===== config.mk =====
export PLATFORM = sky130hd
export DESIGN_NAME = onewire_reset_presence_monitor
export DESIGN_NICKNAME = d
export VERILOG_FILES = /design/src/rtl/onewire_pkg.sv /design/src/rtl/onewire_sync.sv /design/src/rtl/onewire_reset_presence_monitor.sv
export SDC_FILE = /design/constraint.sdc
export NUM_CORES = 1
export LEC_CHECK = 0
export BUFFER_PORTS_ARGS = -buffer_cell sky130_fd_sc_hd__buf_2
export CAP_MARGIN = 0
export CORE_UTILIZATION = 55
export DETAILED_ROUTE_END_ITERATION = 8
export GPL_TIMING_DRIVEN = 0
export PLACE_DENSITY = 0.86
export SETUP_SLACK_MARGIN = 0.05
export SLEW_MARGIN = 5
export SYNTH_ARGS = -nofsm -noshare
export SYNTH_HDL_FRONTEND = slang
export SYNTH_SLANG_ARGS = --single-unit
export TNS_END_PERCENT = 100

===== constraint.sdc =====
create_clock -name clk -period 2.2 [get_ports clk]
set_clock_uncertainty 0.05 [all_clocks]
set_input_delay 0.44 -clock clk [delete_from_list [all_inputs] [get_ports clk]]
set_output_delay 0.44 -clock clk [all_outputs]
set_load 0.005 [all_outputs]

===== src/rtl/onewire_pkg.sv =====
// Shared 1-Wire definitions: FSM state codes, default bus timing in
// microseconds, and a helper that converts microseconds to clock ticks.
// No ports.
package onewire_pkg;

    // Default 1-Wire standard-speed timing, in microseconds.
    localparam int RST_MIN_US_DFLT  = 480;
    localparam int RST_MAX_US_DFLT  = 960;
    localparam int PDLY_MIN_US_DFLT = 15;
    localparam int PDLY_MAX_US_DFLT = 60;
    localparam int PLOW_MIN_US_DFLT = 60;
    localparam int PLOW_MAX_US_DFLT = 240;

    typedef logic [2:0] state_t;

    localparam state_t ST_IDLE    = 3'd0;
    localparam state_t ST_LOW     = 3'd1;
    localparam state_t ST_WAIT_PD = 3'd2;
    localparam state_t ST_PRES    = 3'd3;
    localparam state_t ST_STUCK   = 3'd4;

    function automatic int ticks(input int us, input int clk_per_us);
        return us * clk_per_us;
    endfunction

endpackage


===== src/rtl/onewire_sync.sv =====
// Two-flop synchroniser for the raw 1-Wire line plus falling-edge detect.
// All flops reset to 1 (idle-high bus), so a line already low at reset
// shows up as a fall once reset is released.
// Ports:
//   clk    in   clock
//   rst    in   synchronous active-high reset
//   bus    in   raw asynchronous line level
//   bus_s  out  synchronised line level (2 cycles after the pin)
//   fall   out  1 when bus_s has just gone from 1 to 0
module onewire_sync (
    input  logic clk,
    input  logic rst,
    input  logic bus,
    output logic bus_s,
    output logic fall
);

    logic meta;
    logic bus_p;

    always_ff @(posedge clk) begin
        if (rst) begin
            meta  <= 1'b1;
            bus_s <= 1'b1;
            bus_p <= 1'b1;
        end else begin
            meta  <= bus;
            bus_s <= meta;
            bus_p <= bus_s;
        end
    end

    assign fall = bus_p & ~bus_s;

endmodule


===== src/rtl/onewire_reset_presence_monitor.sv =====
// 1-Wire reset/presence timing monitor. Measures each bus low period,
// recognises a valid reset pulse, then times the slave presence pulse and
// flags missing/malformed presence and a stuck-low bus.
// Ports:
//   clk             in   clock
//   rst             in   synchronous active-high reset
//   bus             in   raw 1-Wire line (asynchronous)
//   en_check        in   monitor enable, 0 holds the FSM in IDLE
//   reset_found     out  1-cycle pulse, valid reset low ended
//   presence_found  out  1-cycle pulse, valid presence pulse ended
//   no_presence     out  1-cycle pulse, no presence fall in time
//   pres_err        out  1-cycle pulse, presence too early/short/long
//   stuck_low       out  1-cycle pulse, bus low longer than reset max
//
// state      | meaning
// -----------+-------------------------------------------------------
// ST_IDLE    | waiting for a bus fall
// ST_LOW     | timing a low period (reset candidate or time slot)
// ST_WAIT_PD | reset released, timing the gap to the presence fall
// ST_PRES    | timing the presence low
// ST_STUCK   | fault seen, waiting for the bus to return high
module onewire_reset_presence_monitor
    import onewire_pkg::*;
#(
    parameter int CLK_PER_US  = 1,
    parameter int RST_MIN_US  = RST_MIN_US_DFLT,
    parameter int RST_MAX_US  = RST_MAX_US_DFLT,
    parameter int PDLY_MIN_US = PDLY_MIN_US_DFLT,
    parameter int PDLY_MAX_US = PDLY_MAX_US_DFLT,
    parameter int PLOW_MIN_US = PLOW_MIN_US_DFLT,
    parameter int PLOW_MAX_US = PLOW_MAX_US_DFLT
) (
    input  logic clk,
    input  logic rst,
    input  logic bus,
    input  logic en_check,
    output logic reset_found,
    output logic presence_found,
    output logic no_presence,
    output logic pres_err,
    output logic stuck_low
);

    localparam int CNT_W = $clog2(RST_MAX_US * CLK_PER_US + 2);

    localparam logic [CNT_W-1:0] T_RST_MIN  = CNT_W'(ticks(RST_MIN_US, CLK_PER_US));
    localparam logic [CNT_W-1:0] T_RST_MAX  = CNT_W'(ticks(RST_MAX_US, CLK_PER_US));
    localparam logic [CNT_W-1:0] T_PDLY_MIN = CNT_W'(ticks(PDLY_MIN_US, CLK_PER_US));
    localparam logic [CNT_W-1:0] T_PDLY_MAX = CNT_W'(ticks(PDLY_MAX_US, CLK_PER_US));
    localparam logic [CNT_W-1:0] T_PLOW_MIN = CNT_W'(ticks(PLOW_MIN_US, CLK_PER_US));
    localparam logic [CNT_W-1:0] T_PLOW_MAX = CNT_W'(ticks(PLOW_MAX_US, CLK_PER_US));
    localparam logic [CNT_W-1:0] CNT_ONE    = CNT_W'(1);

    logic       bus_s;
    logic       fall;
    state_t     state;
    logic [CNT_W-1:0] cnt;

    onewire_sync u_sync (
        .clk   (clk),
        .rst   (rst),
        .bus   (bus),
        .bus_s (bus_s),
        .fall  (fall)
    );

    // cnt holds the number of qualifying samples already seen in the
    // current state, so "cnt == MAX" on one more qualifying sample means
    // the count has just reached MAX+1.
    always_ff @(posedge clk) begin
        if (rst) begin
            state          <= ST_IDLE;
            cnt            <= '0;
            reset_found    <= 1'b0;
            presence_found <= 1'b0;
            no_presence    <= 1'b0;
            pres_err       <= 1'b0;
            stuck_low      <= 1'b0;
        end else begin
            reset_found    <= 1'b0;
            presence_found <= 1'b0;
            no_presence    <= 1'b0;
            pres_err       <= 1'b0;
            stuck_low      <= 1'b0;
            if (!en_check) begin
                state <= ST_IDLE;
                cnt   <= '0;
            end else begin
                case (state)
                    ST_IDLE: begin
                        // Needs a real fall: a line already low is ignored.
                        if (fall) begin
                            state <= ST_LOW;
                            cnt   <= CNT_ONE;
                        end
                    end
                    ST_LOW: begin
                        if (!bus_s) begin
                            if (cnt == T_RST_MAX) begin
                                stuck_low <= 1'b1;
                                state     <= ST_STUCK;
                                cnt       <= '0;
                            end else begin
                                cnt <= cnt + CNT_ONE;
                            end
                        end else if (cnt >= T_RST_MIN) begin
                            reset_found <= 1'b1;
                            state       <= ST_WAIT_PD;
                            cnt         <= CNT_ONE;
                        end else begin
                            state <= ST_IDLE;
                            cnt   <= '0;
                        end
                    end
                    ST_WAIT_PD: begin
                        if (bus_s) begin
                            if (cnt == T_PDLY_MAX) begin
                                no_presence <= 1'b1;
                                state       <= ST_IDLE;
                                cnt         <= '0;
                            end else begin
                                cnt <= cnt + CNT_ONE;
                            end
                        end else if (cnt >= T_PDLY_MIN) begin
                            state <= ST_PRES;
                            cnt   <= CNT_ONE;
                        end else begin
                            pres_err <= 1'b1;
                            state    <= ST_STUCK;
                            cnt      <= '0;
                        end
                    end
                    ST_PRES: begin
                        if (!bus_s) begin
                            if (cnt == T_PLOW_MAX) begin
                                pres_err <= 1'b1;
                                state    <= ST_STUCK;
                                cnt      <= '0;
                            end else begin
                                cnt <= cnt + CNT_ONE;
                            end
                        end else begin
                            if (cnt >= T_PLOW_MIN) begin
                                presence_found <= 1'b1;
                            end else begin
                                pres_err <= 1'b1;
                            end
                            state <= ST_IDLE;
                            cnt   <= '0;
                        end
                    end
                    ST_STUCK: begin
                        if (bus_s) begin
                            state <= ST_IDLE;
                            cnt   <= '0;
                        end
                    end
                    default: begin
                        state <= ST_IDLE;
                        cnt   <= '0;
                    end
                endcase
            end
        end
    end

endmodule


==> run summary <==
In this run the tool buffered the top-level ports with 8 buffer cells. The global route total overflow came out at 0. The distinct cell type count of the synthesized netlist was 50; the number of enable flip-flop cells after synthesis was 0. The flow ran to the end, and the final reports show no timing, DRC or antenna violations.

For the slack of the worst reg-to-reg path, the log shows 0.28 ns. The highest net fanout along the worst path was 6. The tree built by TritonCTS fans out to 21 sinks. The wire length of the first global-routing pass came out at 4388 um.

The total negative setup slack was 0 ns; the total DRC errors in the routed layout was 0. The run gives 0.2365 as the all-layer global routing usage. The delay of the slowest cell on the worst path was 0.49 ns. Summing all placed instances gives a cell area of 0.001280 mm^2.

The I/O pin total was 9. The slew at the pin with the worst max-slew slack was 0.5554 ns; the count of cells along the worst register-to-register path was 5. TritonCTS built the clock tree.

The run gives 0 as the number of max-slew violations in the final report. The most used flip-flop cell after synthesis is dfxtp_1. Fraction of registers with async set/reset: 0. The tools report the clock root buffer as clkbuf_4. The synthesized netlist occupies a cell area of 0.001206 mm^2. The most critical setup path has its endpoint at cnt[7].

The startpoint identified for the worst register-to-register timing path is cnt[6]. The tools report the worst setup path startpoint as cnt[6]. At the worst endpoint, the required time is 2.34 ns. Signed area change from the synthesized netlist to the final layout: 8.714%.

OpenSTA, run right after detailed placement, puts the worst setup slack at 0.1805 ns. The finished cells cover 0.001311 mm^2. The total count of hold-check failures in the final report is 0.

The worst hold path belongs to the class input port to flop. The end of the worst register-to-register path was cnt[7]. Setup repair after global routing left no endpoint under its margin. The number of flip-flops in the largest register is 10, and the cell area power density is 462.2 mW/mm^2.

The initial core utilization is 0.6025. The fraction of layout cells with a size suffix above 1 was 0.2200. The synthesized design contains 21 register bits. The worst setup path is launched from a flop.

The shortest clock period the worst path allows after layout is 1.924 ns. Wires add up to 2649 um. The critical path goes through nand2_1, nor4_1, nor3_2, o31ai_4, nor2_1. After filler insertion, the fill cell instance count of the layout stands at 186.

When the netlist entered floorplanning its net count stood at 144. The type of destination of the critical path is a flop. The routed layout has 1087 vias. Each instance of the synthesized netlist takes up on average 8.740 um^2.

The tools report the number of iterations in the first detailed-routing pass as 5. The logs give 16 for the number of placement rows and 0.3485 for the register area share after synthesis. The analysis attributes to cell leakage a power of 0.4436 nW. The via density per instance was 6.141.

The total number of nets in the final design was 157; the number of warnings issued by yosys was 0. The cell count after synthesis came out at 138. Data arrives at the worst endpoint at 2.06 ns.

For the worst-skew pair, the clock arrives at the later sink with an insertion delay of 0.30 ns. The logs give 0.6277 for the worst slew slack as a fraction of its limit and 0.2759 ns for the final worst-path setup slack. The run gives 0.0003661 V as the worst ir drop on vdd. The deepest level of the CTS H-tree was 1; the largest net degree at the start of global routing was 12.

The number of antenna violations at the first check in global routing came out at 0. The longest clock path from root to sink contains 2 buffers. After the first detailed-routing iteration, the DRC count stood at 37. Setup violations remaining at the end of the flow were counted as 0. The final period utilization is 0.8746, and the count of inserted antenna diode cells is 0. The largest registers in the layout are cnt (10), state (3). The final routed wire length divided by cell count was 14.97 um; the final weighted congestion in routability-driven placement was 0.9176. The detail route stage leaves a number of antenna-violating nets equal to 0. After clock tree synthesis, the clock-pin slew on the worst setup and hold paths is 0.11 ns.

The run gives 1032 as the number of global-route vias before repair. The register name with the most flops is cnt. The number of clock buffers added by TritonCTS is 3. Max-cap violations in this run came to 0. After floorplanning, the core was sized to cover 0.002002 mm^2. Derived from the worst setup path, the maximum achievable clock frequency is 519.7 MHz.

Category of the critical setup timing path: flop to flop. Worst-path cell with the longest stage delay: dfxtp_1. The logs give 0.002384 mm^2 for the area enclosed by the die boundary and 0 for the cts-stage hold buffer count.

Summed over all nets, the half-perimeter wirelength after detailed placement is 1951 um. In this run the vertical extent of the chip is 48.83 um. The floorplan step set the die width to 48.83 um.
worst max-delay path: cells and delay by family (launching register included):
kind	cells	cell delay, ns
AOI/OAI and AO/OA	1	0.37
DFF	1	0.49
and+or+nand+nor	4	0.90
kinds of logic after synthesis:
| kind of cell | Yosys count | synth area share |
|---|---|---|
| xor+xnor | 5 | 0.03631 |
| flops | 21 | 0.3485 |
| fa+ha+maj | 2 | 0.02074 |
| mux | 2 | 0.01660 |
| simple gates | 74 | 0.3776 |
| compound gates | 25 | 0.1494 |
| buf+inv | 9 | 0.05082 |
layer usage:
| layer | GRT usage | part of all wire | vias to the layer above |
|---|---|---|---|
| met4 | 0.07353 | 0.0079 | 0 |
| met2 | 0.4051 | 0.50 | 46 |
| met1 | 0.2874 | 0.43 | 506 |
| met3 | 0.06231 | 0.064 | 4 |
| met5 | 0 | 0 | - |
| li1 | - | - | 531 |
metrics by stage:
step | std cells | hold slack [ns] | total power [W] | utilization
6_report | 177 | 0.2598 | 0.0006060 | 0.6550
5_1_grt | 177 | 0.2613 | 0.0006253 | 0.6550
4_1_cts | 177 | 0.2567 | 0.0006110 | 0.6525
3_5_place_dp | 173 | 0.3522 | 0.0004299 | 0.6394
3_3_place_gp | 173 | 0.3464 | 0.0004287 | 0.6394
2_1_floorplan | 138 | 0.3395 | 0.0004200 | -
Yosys cell counts, types with 3 or more instances:
master | n | area share
nor2_1 | 10 | 0.031
nor3b_1 | 3 | 0.019
xnor2_1 | 3 | 0.022
nand3_1 | 9 | 0.037
nand4_1 | 3 | 0.016
nand2_1 | 12 | 0.037
dfxtp_1 | 21 | 0.35
a21oi_1 | 9 | 0.037
nor3_1 | 6 | 0.025
o21ai_0 | 3 | 0.012
buf_4 | 3 | 0.019
or2_2 | 3 | 0.016
where the power goes:
group | internal (W) | total, W | switching, W | leakage (nW)
Sequential | 0.000383 | 0.000386 | 0.00000322 | 0.170
Combinational | 0.0000154 | 0.0000362 | 0.0000208 | 0.259
Clock | 0.0000707 | 0.000184 | 0.000113 | 0.0150
layout by cell type, fill, tap and decap left out, types with 3 or more instances in the layout:
master and instances:
dfxtp_1 21, nand2_1 12, nor2_1 10, a21oi_1 9, nand3_1 9, buf_2 8
nor3_1 6, buf_4 3, nand4_1 3, o21ai_0 3, xnor2_1 3, or2_2 3
clkbuf_4 3
worst min-delay path by stage:
stage / slack, ns / end / from / cells past startpoint
floorplan: 0.34 / u_sync.bus_s / u_sync.meta / 1
global placement: 0.35 / u_sync.bus_s / u_sync.meta / 1
detailed placement: 0.35 / u_sync.bus_s / u_sync.meta / 1
CTS: 0.26 / u_sync.meta / bus / 2
global route: 0.26 / u_sync.meta / bus / 2
finish: 0.26 / u_sync.meta / bus / 2
cell type report:
cell class / count / area [um^2] / area share
multi-input cells: 108 / 729.5 / 0.5563
flip-flops and latches: 21 / 420.4 / 0.3206
plain buffers: 7 / 53.80 / 0.04103
repair buffers: 8 / 40.04 / 0.03053
well taps: 27 / 33.78 / 0.02576
clock buffers: 4 / 26.28 / 0.02004
inverters: 2 / 7.507 / 0.005725
timing repair:
item,CTS,global route
setup endpoints to repair,0,6
setup buffers,0,0
gates resized for setup,0,1
(Power assumes the default switching activity.)
